===== src/rtl/fifo_access_arbiter.sv =====
// fifo_access_arbiter
// Arbitrates one shared FIFO_SRL queue between NUM_REQ round-robin enqueue
// requesters and a single dequeue consumer, issuing at most one queue
// operation per cycle. A shadow occupancy count (Count) runs one cycle ahead
// of the queue, so full/empty blocking never depends on the queue's late flags.
//
// Optional build macro: ARB_RD_PRIORITY_EN
//   undefined : read and write alternate when both are possible
//   defined   : a possible read always wins; writes only fill idle read slots
module fifo_access_arbiter #(
  parameter int DATA_WIDTH    = 8,
  parameter int ADDRESS_WIDTH = 4,
  parameter int NUM_REQ       = 4
) (
  input  logic                          Clk,
  input  logic                          Reset_n,
  input  logic [NUM_REQ-1:0]            ReqValid,
  input  logic [NUM_REQ*DATA_WIDTH-1:0] ReqData,
  output logic [NUM_REQ-1:0]            ReqReady,
  input  logic                          RdReq,
  output logic                          RdGrant,
  output logic                          RdValid,
  output logic [DATA_WIDTH-1:0]         FifoDataIn,
  output logic                          FifoEnque,
  output logic                          FifoDeque,
  input  logic                          FifoError,
  output logic [ADDRESS_WIDTH:0]        Count,
  output logic                          SyncErr
);

  localparam int FIFO_DEPTH = 1 << ADDRESS_WIDTH;
  localparam int CW         = ADDRESS_WIDTH + 1;
  localparam int PW         = (NUM_REQ > 1) ? $clog2(NUM_REQ) : 1;

  logic [CW-1:0]         count_q, count_d;
  logic [PW-1:0]         rr_ptr_q, rr_ptr_d;
  logic                  last_op_rd_q, last_op_rd_d;
  logic                  fifo_enque_q, fifo_enque_d;
  logic                  fifo_deque_q, fifo_deque_d;
  logic                  rd_valid_q, rd_valid_d;
  logic                  sync_err_q, sync_err_d;
  logic [DATA_WIDTH-1:0] fifo_data_in_q, fifo_data_in_d;

  logic                  sel_found;
  logic [PW-1:0]         sel_idx;
  logic                  wr_cand, rd_cand;
  logic                  do_wr, do_rd;

  // Round-robin search: first valid requester starting at rr_ptr_q.
  always_comb begin
    sel_found = 1'b0;
    sel_idx   = '0;
    for (int i = 0; i < NUM_REQ; i++) begin
      if (!sel_found && ReqValid[(int'(rr_ptr_q) + i) % NUM_REQ]) begin
        sel_found = 1'b1;
        sel_idx   = PW'((int'(rr_ptr_q) + i) % NUM_REQ);
      end
    end
  end

  // Candidate qualification and the single-operation decision.
  always_comb begin
    wr_cand = sel_found && (count_q < CW'(FIFO_DEPTH));
    rd_cand = RdReq && (count_q != '0);
    do_wr   = 1'b0;
    do_rd   = 1'b0;
`ifdef ARB_RD_PRIORITY_EN
    do_rd   = rd_cand;
    do_wr   = wr_cand && !rd_cand;
`else
    if (wr_cand && rd_cand) begin
      // Alternate: a write follows a read, a read follows a write.
      do_wr = last_op_rd_q;
      do_rd = !last_op_rd_q;
    end else begin
      do_wr = wr_cand;
      do_rd = rd_cand;
    end
`endif
  end

  // Grants are combinational so the transfer completes at this edge.
  always_comb begin
    ReqReady = '0;
    if (do_wr) begin
      ReqReady[sel_idx] = 1'b1;
    end
    RdGrant = do_rd;
  end

  // Next-state for pointer, shadow count and registered queue controls.
  always_comb begin
    count_d        = count_q;
    rr_ptr_d       = rr_ptr_q;
    last_op_rd_d   = last_op_rd_q;
    fifo_data_in_d = fifo_data_in_q;
    fifo_enque_d   = do_wr;
    fifo_deque_d   = do_rd;
    rd_valid_d     = fifo_deque_q;
    sync_err_d     = sync_err_q | FifoError;
    if (do_wr) begin
      fifo_data_in_d = ReqData[int'(sel_idx)*DATA_WIDTH +: DATA_WIDTH];
      rr_ptr_d       = (sel_idx == PW'(NUM_REQ - 1)) ? '0 : sel_idx + 1'b1;
      count_d        = count_q + 1'b1;
      last_op_rd_d   = 1'b0;
    end else if (do_rd) begin
      count_d        = count_q - 1'b1;
      last_op_rd_d   = 1'b1;
    end
  end

  // State registers, cleared asynchronously.
  always_ff @(posedge Clk or negedge Reset_n) begin
    if (!Reset_n) begin
      count_q        <= '0;
      rr_ptr_q       <= '0;
      last_op_rd_q   <= 1'b0;
      fifo_data_in_q <= '0;
      fifo_enque_q   <= 1'b0;
      fifo_deque_q   <= 1'b0;
      rd_valid_q     <= 1'b0;
      sync_err_q     <= 1'b0;
    end else begin
      count_q        <= count_d;
      rr_ptr_q       <= rr_ptr_d;
      last_op_rd_q   <= last_op_rd_d;
      fifo_data_in_q <= fifo_data_in_d;
      fifo_enque_q   <= fifo_enque_d;
      fifo_deque_q   <= fifo_deque_d;
      rd_valid_q     <= rd_valid_d;
      sync_err_q     <= sync_err_d;
    end
  end

  assign Count      = count_q;
  assign FifoEnque  = fifo_enque_q;
  assign FifoDeque  = fifo_deque_q;
  assign FifoDataIn = fifo_data_in_q;
  assign RdValid    = rd_valid_q;
  assign SyncErr    = sync_err_q;

endmodule


===== config.mk =====
export PLATFORM = sky130hd
export DESIGN_NAME = fifo_access_arbiter
export DESIGN_NICKNAME = d
export VERILOG_FILES = /design/src/rtl/fifo_access_arbiter.sv
export SDC_FILE = /design/constraint.sdc
export NUM_CORES = 1
export LEC_CHECK = 0
export CAP_MARGIN = 10
export CORE_MARGIN = 5
export CORE_UTILIZATION = 35
export CTS_BUF_LIST = sky130_fd_sc_hd__clkbuf_8 sky130_fd_sc_hd__clkbuf_16
export CTS_CLUSTER_SIZE = 10
export DETAILED_ROUTE_END_ITERATION = 8
export PLACE_DENSITY = 0.7
export SLEW_MARGIN = 20
export SYNTH_ARGS = -nofsm -noshare
export SYNTH_HDL_FRONTEND = slang
export SYNTH_SLANG_ARGS = --single-unit

===== constraint.sdc =====
create_clock -name Clk -period 3.03 [get_ports Clk]
set_clock_uncertainty 0.15 [all_clocks]
set_input_delay 0.303 -clock Clk [delete_from_list [all_inputs] [get_ports Clk]]
set_output_delay 0.303 -clock Clk [all_outputs]
set_load 0.01 [all_outputs]

==> flow_summary.json <==
{
  "crit_chain": "or4_4 > o21ai_4 > o21ai_4 > clkinv_8 > and2_2 > clkdlybuf4s50_1",
  "p_leak_nw": 0.874,
  "path_class": "flop to output port",
  "setup_violations": 0,
  "placed_area_sq_mm": 0.00199,
  "cap_violations": 0,
  "clkPwrFrac_pct": 10.7,
  "fin_setup_tns_ns": 0,
  "final_cells": 230,
  "layout_min_cycle_time_ns": 2.88,
  "path_max_fanout": 15,
  "syn_inst": 117,
  "grtUsageMet1_pct": 16.4,
  "gp_congestion": 0.707,
  "worstSetupEndpointType": "output port",
  "drc_errors": 0,
  "ctsResizeCount": 0,
  "yosys-top-cells-area": "dfrtp_1, mux2i_1, o221ai_2",
  "holdWs_ns": 0.232,
  "power_frac_comb_pct": 61.8,
  "busiest_layer": "met2",
  "htree_levels": 1,
  "swShare_pct": 40.3,
  "wl_mm": 3.38,
  "wl_per_cell_um": 14.7,
  "max_freq_ghz": 0.347,
  "slowest_delay_ns": 0.56,
  "startpoint_type": "flop",
  "grt_use_met3_pct": 2.63,
  "seq_area_frac_synth_pct": 37.3,
  "die_y_um": 71.9,
  "clock_latency_ns": 0.25,
  "postCtsHoldBufs": 0,
  "grt_use_total_pct": 13.4,
  "hp-class": "flop to flop",
  "firstDrtPassIters": 4,
  "via_per_inst": 4.82,
  "synth-compound-area-share_pct": 18.5,
  "fin_area_sq_mm": 0.00205,
  "synth_top_family_by_area": "compound AO/OA/AOI/OAI gates",
  "yosys-mux-area-fraction_pct": 12.7,
  "synth_top_cell_area_share_pct": 37.3,
  "use_met2_pct": 24.1,
  "synth_xor_area_share_pct": 2.61,
  "grt_start_max_net_pins": 21,
  "syn-cell-area_sq_mm": 0.00134,
  "worst_slew_pin_slew_ns": 0.512,
  "cts_made_buffers": 3,
  "overflow": 0,
  "avgSynthCellArea_sq_um": 11.5,
  "area_growth_syn_to_layout_pct": 53.2,
  "die_x_um": 71.9,
  "yosys.area.top_type": "dfrtp_1",
  "required_ns": 2.58,
  "die-area_sq_mm": 0.00517,
  "final-hold-violation-count": 0,
  "fill_cells": 343,
  "peakVddDrop_mv": 0.407,
  "core_area_sq_mm": 0.00369,
  "row_count": 22,
  "finalPower_w": 0.00186,
  "diodes": 0,
  "postCtsSetupBuffers": 0,
  "synthAdderAreaFrac_pct": 8.96,
  "p_sw_w": 0.000748,
  "crit_buf_inv": 2,
  "ys_seq_elements": 20,
  "drive_gt1_share_pct": 15.9,
  "initial_utilization_pct": 36.4,
  "nets": 232,
  "yosys.area_share.simple_pct": 13.8,
  "clock-root-buffer": "clkbuf_8",
  "grt_pass1_wl_mm": 5.60,
  "dp.cells": 225,
  "vias": 1109,
  "status": "finished, final reports clean",
  "synth_nets": 166,
  "cts_buffer_depth": 2,
  "grt_pass1_vias": 1245,
  "io_pins": 62,
  "arrival_ns": 2.43,
  "clk_pin_slew_ns": 0.07,
  "power.internal_w": 0.00111,
  "crit_top_cell": "o21ai_4",
  "rsz0062_at_grt": "no",
  "period_share_pct": 95.1,
  "cpLargestDelayFamily": "simple AND/OR/NAND/NOR gates",
  "antenna_found_initial": 0,
  "maxSlewViolCount": 0,
  "pwr-share-seq_pct": 27.5,
  "cts.sinks": 20,
  "relSlewSlack_pct": 65.7,
  "synth.yosys.warnings": 0,
  "cpMaxStageDelayCell": "or4_4",
  "portBuffers": 61,
  "ant_nets": 0,
  "synth_cell_types": 30,
  "drtIter0Drc": 33,
  "p_per_area_mw_per_mm2": 904,
  "hpwlAfterDp_mm": 2.74,
  "cts_tree": "built"
}
## per-stage QoR
| step | worst slack [ns] | util (%) |
|---|---|---|
| floorplan | 0.486 | - |
| global placement | 0.243 | 54.1 |
| detailed placement | 0.170 | 54.1 |
| CTS | 0.118 | 55.6 |
| global route | 0.0436 | 55.7 |
| finish | 0.148 | 55.7 |
## power groups by stage
stage                     Combinational [W]  Sequential, W  Clock, W
after floorplan                    0.000713       0.000536         0
after global placement              0.00114       0.000508         0
after global routing                0.00127       0.000532  0.000224
final                               0.00115       0.000510  0.000199
after CTS                           0.00117       0.000512  0.000208
after detailed placement            0.00116       0.000514         0
## routing by layer
metal / share of wire [%] / up-vias
li1: - / 549
met2: 51 / 34
met5: 0 / -
met4: 0.80 / 0
met1: 43 / 524
met3: 5.8 / 2
## area by class of cell
class	instances	area [sq um]	share of cell area [%]
clock buffer	4	55.1	2.68
timing repair buffer	65	638	31.1
multi-input combinational	85	758	36.9
tap	48	60.1	2.92
sequential	20	500	24.4
inverter	8	42.5	2.07
## cell families after synthesis
kind of cell / after synthesis
AO/OA/AOI/OAI: 26
XOR/XNOR: 4
adder cells (fa/ha/maj): 9
buffers and inverters: 12
flip-flops: 20
multiplexers: 17
AND/OR/NAND/NOR: 29
## cells in the mapped netlist, drive strengths merged
master  count
o22ai       2
o21ai       4
nand3       1
nor2b       1
nand2      12
buf         3
nand3b      1
o221ai      8
fa          1
nor2        5
or2         1
clkinv      1
a31oi       1
a211o       1
a21o        1
nand2b      3
ha          8
mux2i      17
o22a        1
a21oi       8
or4         1
xor2        2
dfrtp      20
and2        4
clkbuf      1
xnor2       2
inv         7
## state kept, by name, indices dropped and copies added (netlist names)
name,flops
Count,5
FifoEnque,1
rr_ptr_q,2
FifoDeque,1
last_op_rd_q,1
RdValid,1
FifoDataIn,8
SyncErr,1
## cell usage in the layout, fill, tap and decap left out, types with 2 or more instances in the layout
cell type,Yosys,layout
o22ai_1,2,2
ha_1,8,8
clkdlybuf4s50_1,0,60
o21ai_4,2,2
mux2i_1,17,17
nand2b_1,3,3
nor2_1,5,5
buf_4,2,3
xnor2_1,2,2
nand2_1,10,10
dfrtp_1,20,20
inv_1,7,7
xor2_1,2,2
o21ai_0,2,2
nand2_8,2,2
o221ai_2,8,8
and2_2,4,4
a21oi_1,8,8
clkbuf_8,1,4
## worst reg2reg max path, delay by kind of cell, from the launching register on
family                   cells  cell delay [ns]
AND/OR/NAND/NOR              3             0.79
AO/OA/AOI/OAI                3             0.57
flip-flops                   1             0.41
adder cells (fa/ha/maj)      1             0.36
XOR/XNOR                     1             0.17
## path summary, 6_finish.rpt
path                       depth (start not counted)  startpoint  slack [ns]           to
min                                                0   FifoDeque        0.23      RdValid
max                                                6    Count[0]        0.15  ReqReady[0]
min in group asynchronous                          2     Reset_n        0.39     Count[3]
max in group asynchronous                          2     Reset_n        2.02  rr_ptr_q[1]
min reg2reg                                        0   FifoDeque        0.23      RdValid
max reg2reg                                        8    Count[0]        0.47     Count[4]
No activity file was read; power rests on OpenSTA's default activity.
